### src/rtl/apu_wave_sequencer.sv
// apu_wave_sequencer: combined period timer and waveform step sequencer for one APU tone
// channel. It handles pulse mode (8-step duty tables, volume-scaled, muted for short periods)
// and triangle mode (32-step ramp whose advance is gated).
//
// Ports:
//   cpu_clk     system clock, rising edge
//   reset       synchronous, active-high
//   apu_tick    one-cycle strobe every other cpu_clk; clocks the timer in pulse mode
//   mode        0 = pulse, 1 = triangle
//   duty        pulse duty-table select
//   period      timer reload value
//   volume      pulse amplitude
//   restart     pulse-only step reset strobe
//   gate        triangle advance enable
//   level       registered sample to the mixer
//   step        current sequencer step
//   step_strobe high for one cycle on every step advance
module apu_wave_sequencer #(
    parameter int unsigned PERIOD_W   = 11,
    parameter int unsigned OUT_W      = 4,
    parameter int unsigned MIN_PERIOD = 8
) (
    input  logic                cpu_clk,
    input  logic                reset,
    input  logic                apu_tick,
    input  logic                mode,
    input  logic [1:0]          duty,
    input  logic [PERIOD_W-1:0] period,
    input  logic [OUT_W-1:0]    volume,
    input  logic                restart,
    input  logic                gate,
    output logic [OUT_W-1:0]    level,
    output logic [4:0]          step,
    output logic                step_strobe
);

    localparam logic [PERIOD_W-1:0] MinPeriod = PERIOD_W'(MIN_PERIOD);

    logic [PERIOD_W-1:0] timer_q, timer_d;
    logic [4:0]          step_q, step_d;
    logic                strobe_q, strobe_d;
    logic [OUT_W-1:0]    level_q, level_d;
    logic                mode_q;
    logic                en;
    logic                advance;
    logic [7:0]          pattern;

    // Bit n of the pattern is the output state at pulse step n.
    function automatic logic [7:0] duty_pattern(input logic [1:0] d);
        case (d)
            2'd0:    return 8'b0000_0010;
            2'd1:    return 8'b0000_0110;
            2'd2:    return 8'b0001_1110;
            default: return 8'b1111_1001;
        endcase
    endfunction

    always_comb begin
        timer_d  = timer_q;
        step_d   = step_q;
        strobe_d = 1'b0;
        advance  = 1'b0;
        en       = mode ? 1'b1 : apu_tick;

        if (mode != mode_q) begin
            // Mode switch restarts the waveform from a clean reload.
            step_d  = 5'd0;
            timer_d = period;
        end else begin
            if (en) begin
                if (timer_q == '0) begin
                    timer_d = period;
                    advance = mode ? gate : 1'b1;
                end else begin
                    timer_d = timer_q - 1'b1;
                end
            end
            if (!mode && restart) begin
                step_d = 5'd0;
            end else if (advance) begin
                strobe_d = 1'b1;
                step_d   = mode ? step_q + 5'd1 : {2'b00, step_q[2:0] + 3'd1};
            end
        end
    end

    always_comb begin
        pattern = duty_pattern(duty);
        level_d = '0;
        if (mode) begin
            // 15..0 over steps 0..15, then 0..15 over steps 16..31.
            level_d = step_q[4] ? OUT_W'(step_q[3:0]) : OUT_W'(~step_q[3:0]);
        end else if (pattern[step_q[2:0]] && (period >= MinPeriod)) begin
            level_d = volume;
        end
    end

    always_ff @(posedge cpu_clk) begin
        if (reset) begin
            timer_q  <= '0;
            step_q   <= 5'd0;
            strobe_q <= 1'b0;
            level_q  <= '0;
            // Track the mode during reset so release does not look like a mode switch.
            mode_q   <= mode;
        end else begin
            timer_q  <= timer_d;
            step_q   <= step_d;
            strobe_q <= strobe_d;
            level_q  <= level_d;
            mode_q   <= mode;
        end
    end

    assign level       = level_q;
    assign step        = step_q;
    assign step_strobe = strobe_q;

endmodule
### config.mk
export PLATFORM = sky130hd
export DESIGN_NAME = apu_wave_sequencer
export DESIGN_NICKNAME = d
export VERILOG_FILES = /design/src/rtl/apu_wave_sequencer.sv
export SDC_FILE = /design/constraint.sdc
export NUM_CORES = 1
export LEC_CHECK = 0
export ABC_AREA = 1
export CELL_PAD_IN_SITES_DETAIL_PLACEMENT = 0
export CELL_PAD_IN_SITES_GLOBAL_PLACEMENT = 1
export CORE_MARGIN = 2
export CORE_UTILIZATION = 30
export DETAILED_ROUTE_END_ITERATION = 12
export GPL_ROUTABILITY_DRIVEN = 1
export PLACE_DENSITY_LB_ADDON = 0.2
export SLEW_MARGIN = 20
export SYNTH_ARGS = -nofsm -noshare
export SYNTH_HDL_FRONTEND = slang
export SYNTH_SLANG_ARGS = --single-unit
### constraint.sdc
create_clock -name cpu_clk -period 3.69 [get_ports cpu_clk]
set_input_delay 0.9225 -clock cpu_clk [delete_from_list [all_inputs] [get_ports cpu_clk]]
set_output_delay 0.9225 -clock cpu_clk [all_outputs]
set_load 0.02 [all_outputs]
# Yosys cells after proc, flatten, opt, wreduce, memory -nomap -nowiden
# Index checks and enable logic that the tools add are counted.
# W data, S select, Z words.
[totals]
ramBits = 0
latch_bits = 0
elab_cells = 37
n_memories = 0
regBits = 22
rom_bits = 0
out_inout_bits = 10
[classes]
shift = 0
n_lt_le_gt_ge = 2
n_bitwise = 1
reduce_logical = 7
multipliers = 0
muxes = 16
add_sub_neg = 3
eq_ne = 3
div = 0
[ops]
columns = ["op", "count"]
rows = [
  ["$mux W11", 3],
  ["$pmux W8 S3", 1],
  ["$mux W4", 3],
  ["$ge A11 B4 Y1 const B", 1],
  ["$logic_not A11 Y1", 1],
  ["$sub A11 B1 Y11 const B", 1],
  ["$mux W1", 7],
  ["$add A5 B1 Y5 const B", 1],
  ["$mux W5", 1],
  ["$lt A3 B4 Y1 const B", 1],
  ["$not A4 Y4", 1],
  ["$add A3 B1 Y3 const B", 1],
  ["$bmux W1 S3", 1],
  ["$reduce_or A3 Y1", 1],
  ["$eq A2 B1 Y1 const B", 1],
  ["$eq A2 B2 Y1 const B", 1],
  ["$logic_and A1 B1 Y1", 2],
  ["$logic_not A2 Y1", 1],
  ["$reduce_bool A2 Y1", 1],
  ["$logic_not A1 Y1", 1],
  ["$ne A1 B1 Y1", 1],
]

# Longest topological paths before layout
[depth]
word_depth = 7
ltp_mapped = 11

# Worst setup path after synthesis
# No wires, ideal clock.
[synth_timing]
path_kind = "input-to-reg"
from = "input duty[0]"
to = "register level_q[0], in the netlist level[0]"
cell_stages = 9
path_slack_ns = 1.870
arrival_ns = 1.684
setup_time_ns = 0.135
path_buffers = 0
path_cell_list = "ha_1 -> inv_1 -> nand2_1 -> o21ai_0 -> nand2_1 -> nand2_1 -> nand2_1 -> nand3b_1 -> a21oi_1"
[synth_via]
elab_chain_cells = 7
[synth_lines]
columns = ["element", "line", "source"]
rows = [
  ["from (decl)", "27", "input logic [1:0] duty,"],
  ["$eq A2 B2 Y1, or another cell as far along", "50", "case (d)"],
  ["$pmux W8 S3 (*)", "50", ""],
  ["$bmux W1 S3 (*)", "93", "end else if (pattern[step_q[2:0]] && (period >= MinPeriod)) begin"],
  ["$mux W1 (implied by the code) (*)", "93", ""],
  ["$logic_and A1 B1 Y1 (*)", "93", ""],
  ["$mux W4 (*)", "93", ""],
  ["$mux W4 (*)", "90", "if (mode) begin"],
  ["to (signal assigned)", "110", "level_q <= level_d;"],
  ["to (decl)", "42", "logic [OUT_W-1:0] level_q, level_d;"],
]
# Mark *: on every way between the ends. The rest lies on a longest branch, timed or not. The select of a mux whose other input is x is not followed.
# A chain may end at the register's enable or synchronous reset.

# Final worst setup path
[layout_timing]
from = "register step_q[4], in the netlist step[4]"
to = "output step[4]"
[layout_rtl]
columns = ["element", "line", "source"]
rows = [
  ["from (decl)", "40", "logic [4:0] step_q, step_d;"],
  ["from (signal assigned)", "108", "step_q <= step_d;"],
  ["to (decl)", "33", "output logic [4:0] step,"],
]
# No word-level cell between the ends.

==> impl_metrics.csv <==
group,metric,value,unit
status,status,"finished clean",
setup_path,worstPathMaxFanout,10,
setup_path,reg2reg_depth,10,
clock_network,cts-root-buf,"clkbuf_8",
place,place.gp.congestion,0.774,
logic_synthesis,syn_area,1450,µm²
power_and_ir_drop,seqPwrFrac,0.433,
final_layout,drive_above_1_share,0.0787,
logic_synthesis,avgSynthCellArea,6.52,µm²
logic_synthesis,synth_cell_types,29,
final_layout,final_nets,283,
logic_synthesis,synth_simple_gate_area_frac,0.319,
setup_path,worstSetupPathType,"flop to output port",
grt,grt_pass1_wl,6.11,mm
grt,grt_usage,0.145,
clock_network,path_clk_slew,90,ps
route,drt_iter0_markers,73,
place,portBuffers,32,
grt,grt_pass1_vias,1319,
route,final_antenna_net_count,0,
sta,fin_crit,2410,ps
setup_path,crit_chain,"clkdlybuf4s50_1",
logic_synthesis,muxShareOfSynthArea,0,
setup_path,cp.required,2770,ps
logic_synthesis,synth_fa_ha_area_frac,0.0432,
logic_synthesis,seq_area_frac_synth,0.304,
grt,grt_max_degree,15,
clock_network,cts_buffer_depth,2,
sta,setup_ws,1280,ps
floorplanning,die_h,73.5,µm
route,drcViolationCount,0,
logic_synthesis,synth_edf_count,0,
worst_hold_path,min-delay-start,"timer_q[10]$_SDFFE_PP0P_",
logic_synthesis,synth_compound_area_frac,0.195,
worst_hold_path,min_path_cells,2,
route,wl,3.60,mm
worst_hold_path,hold_path_class,"flop to flop",
route,dr_total_vias,1418,
final_layout,post-route-util,0.398,
setup_path,path_buf_inv,1,
power_and_ir_drop,power,0.630,mW
power_and_ir_drop,clockPowerShare,0.283,
logic_synthesis,synth_seq_cells,22,
clock_network,cts_tree,"done",
logic_synthesis,synth_top_family_by_area,"simple AND/OR/NAND/NOR gates",
final_layout,syn2layout_area_growth,29.0,%
power_and_ir_drop,swShare,0.318,
route,post_drt_wl_per_cell,11.7,µm
sta,period_share,0.652,
logic_synthesis,yosys-top-cells-area,"dfxtp_1, nand2_1, a21oi_1",
job,maxCapViolations,0,
floorplanning,die_w,73.5,µm
sta,tightest_slew,464,ps
sta,max_clock_freq,0.415,GHz
clock_network,cts_sinks,22,
logic_synthesis,synth_top_area_share,0.304,
worst_hold_path,hold_end,"timer_q[10]$_SDFFE_PP0P_",
sta,hold_viol,0,
logic_synthesis,ys.flop_type,"dfxtp_1",
power_and_ir_drop,p_comb_frac,0.284,
sta,setup_viol_count_final,0,
final_layout,fill_cells,522,
power_and_ir_drop,peakVddDrop,0.000160,V
sta,drv_slew,0,
clock_network,clock_latency,270,ps
final_layout,antenna_cells,0,
floorplanning,ios,33,
floorplanning,start_util,0.309,
place,post-place-ws,1140,ps
setup_path,slowest_stage,"clkdlybuf4s50_1",
clock_network,cts_setup_buffers,0,
clock_network,cts_buffers,3,
clock_network,htree_levels,1,
setup_path,timing.rr.start,"timer_q[0]$_SDFFE_PP0P_",
setup_path,critical_path.endpoint_type,"output port",
floorplanning,die_area,5400,µm²
logic_synthesis,syn_inst,222,
clock_network,ctsHoldBuffers,0,
logic_synthesis,synth_fp_nets,250,
sta,tns,0,ps
logic_synthesis,synth.most_common_cell,"nand2_1",
sta,worst_slew_margin_rel,0.690,
logic_synthesis,synth_xor_area_frac,0.0363,
route,drtPass1Iterations,4,
grt,grt-ovfl-total,0,
setup_path,worstSetupStartpointType,"flop",
logic_synthesis,netlist_top_cells_count,"nand2_1, inv_1, a21oi_1",
sta,fin_skew,5.67,ps
logic_synthesis,yosysWarnings,0,
setup_path,arrival,1480,ps
setup_path,critical_path.max_stage_delay,670,ps
sta,rsz0062_at_grt,"no",
logic_synthesis,async_reset_ff_frac,0,
logic_synthesis,yosysTopAreaCell,"dfxtp_1",
setup_path,critPathTopFamily,"buffers and inverters",
power_and_ir_drop,internal-power,0.430,mW
power_and_ir_drop,p_leak,0.789,nW
power_and_ir_drop,switchingPower,0.200,mW
route,viasPerCell,4.60,
clock_network,ctsResizeCount,0,
floorplanning,rows,25,
floorplanning,coreArea,4690,µm²
place,hpwl,2.79,mm
power_and_ir_drop,power_per_cell_area,338,nW/µm²
grt,antenna_found_initial,0,
setup_path,timing.rr.end,"timer_q[10]$_SDFFE_PP0P_",
setup_path,reg2reg_slack,1990,ps
cells in the final DEF, fill, tap and decap left out:
master,synthesis,layout
nand2_1,51,51
clkdlybuf4s50_1,0,32
inv_1,28,28
a21oi_1,23,23
dfxtp_1,22,22
nor2_1,21,21
o21ai_0,15,15
nand3_1,10,10
nand3b_1,7,7
o21ai_1,5,5
ha_1,5,5
nor2_2,4,4
xor2_1,4,4
a21oi_2,4,4
clkbuf_8,0,4
inv_2,3,3
nand4_1,3,3
clkinv_1,2,2
xnor2_1,2,2
nand2_2,1,1
nand3_2,1,1
o21bai_4,1,1
nor2_4,1,1
nor3_1,1,1
o21a_1,1,1
a31oi_1,1,1
or2_0,1,1
or2_2,1,1
sequential cells by signal, indices dropped and copies added (netlist names):
name,count
timer_q,11
step,5
level,4
mode_q,1
step_strobe,1
routing by layer:
metal | track usage | vias up | share of wire
met2 | 0.212 | 20 | 0.41
met3 | 0.0329 | 4 | 0.036
met4 | 0.0303 | 0 | 0.0078
li1 | - | 777 | -
met1 | 0.217 | 617 | 0.54
met5 | 0 | - | 0
worst max path at each step:
stage	to	start	cells past startpoint
3_3_place_gp	timer_q[6]$_SDFFE_PP0P_	mode	8
3_5_place_dp	timer_q[6]$_SDFFE_PP0P_	mode	8
4_1_cts	step[4]	step[4]$_SDFFE_PP0P_	1
2_1_floorplan	level[0]$_SDFF_PP0_	duty[0]	9
5_1_grt	step[4]	step[4]$_SDFFE_PP0P_	1
6_report	step[4]	step[4]$_SDFFE_PP0P_	1
worst register-to-register path: cells and delay by family, from the launching register on:
family | cells | cell delay [ps]
flip-flops | 1 | 370
adder cells (fa/ha/maj) | 1 | 230
buffers and inverters | 2 | 160
AO/OA/AOI/OAI | 1 | 50
AND/OR/NAND/NOR | 6 | 770
stage by stage:
stage | hold slack (ps) | cells | instance area, µm²
floorplan | 470 | 222 | 1450
global placement | 507 | 304 | 1810
detailed placement | 513 | 304 | 1810
CTS | 527 | 308 | 1870
global route | 560 | 308 | 1870
finish | 527 | 308 | 1870
cell families (layout without fill, tap and decap cells):
| logic type | after synthesis | count (layout) |
|---|---|---|
| adders and majority gates | 5 | 5 |
| AOI/OAI and AO/OA | 50 | 50 |
| DFF | 22 | 22 |
| xor gates and xnor gates | 6 | 6 |
| and+or+nand+nor | 102 | 102 |
| buffers and inverters | 37 | 69 |
power by group through the flow:
stage	sequential [mW]	clock, mW	combinational, mW
after detailed placement	0.278	0	0.181
after global routing	0.276	0.196	0.207
after global placement	0.279	0	0.182
final	0.273	0.178	0.179
after CTS	0.273	0.186	0.182
after floorplan	0.278	0	0.122
cell type report:
| type | count | area, µm² | area share |
|---|---|---|---|
| inverters | 33 | 124 | 0.0664 |
| multi-input cells | 163 | 860 | 0.460 |
| well taps | 54 | 67.6 | 0.0362 |
| repair buffers | 32 | 320 | 0.172 |
| clock buffers | 4 | 55.1 | 0.0295 |
| flip-flops and latches | 22 | 440 | 0.236 |
(Power assumes the default switching activity.)
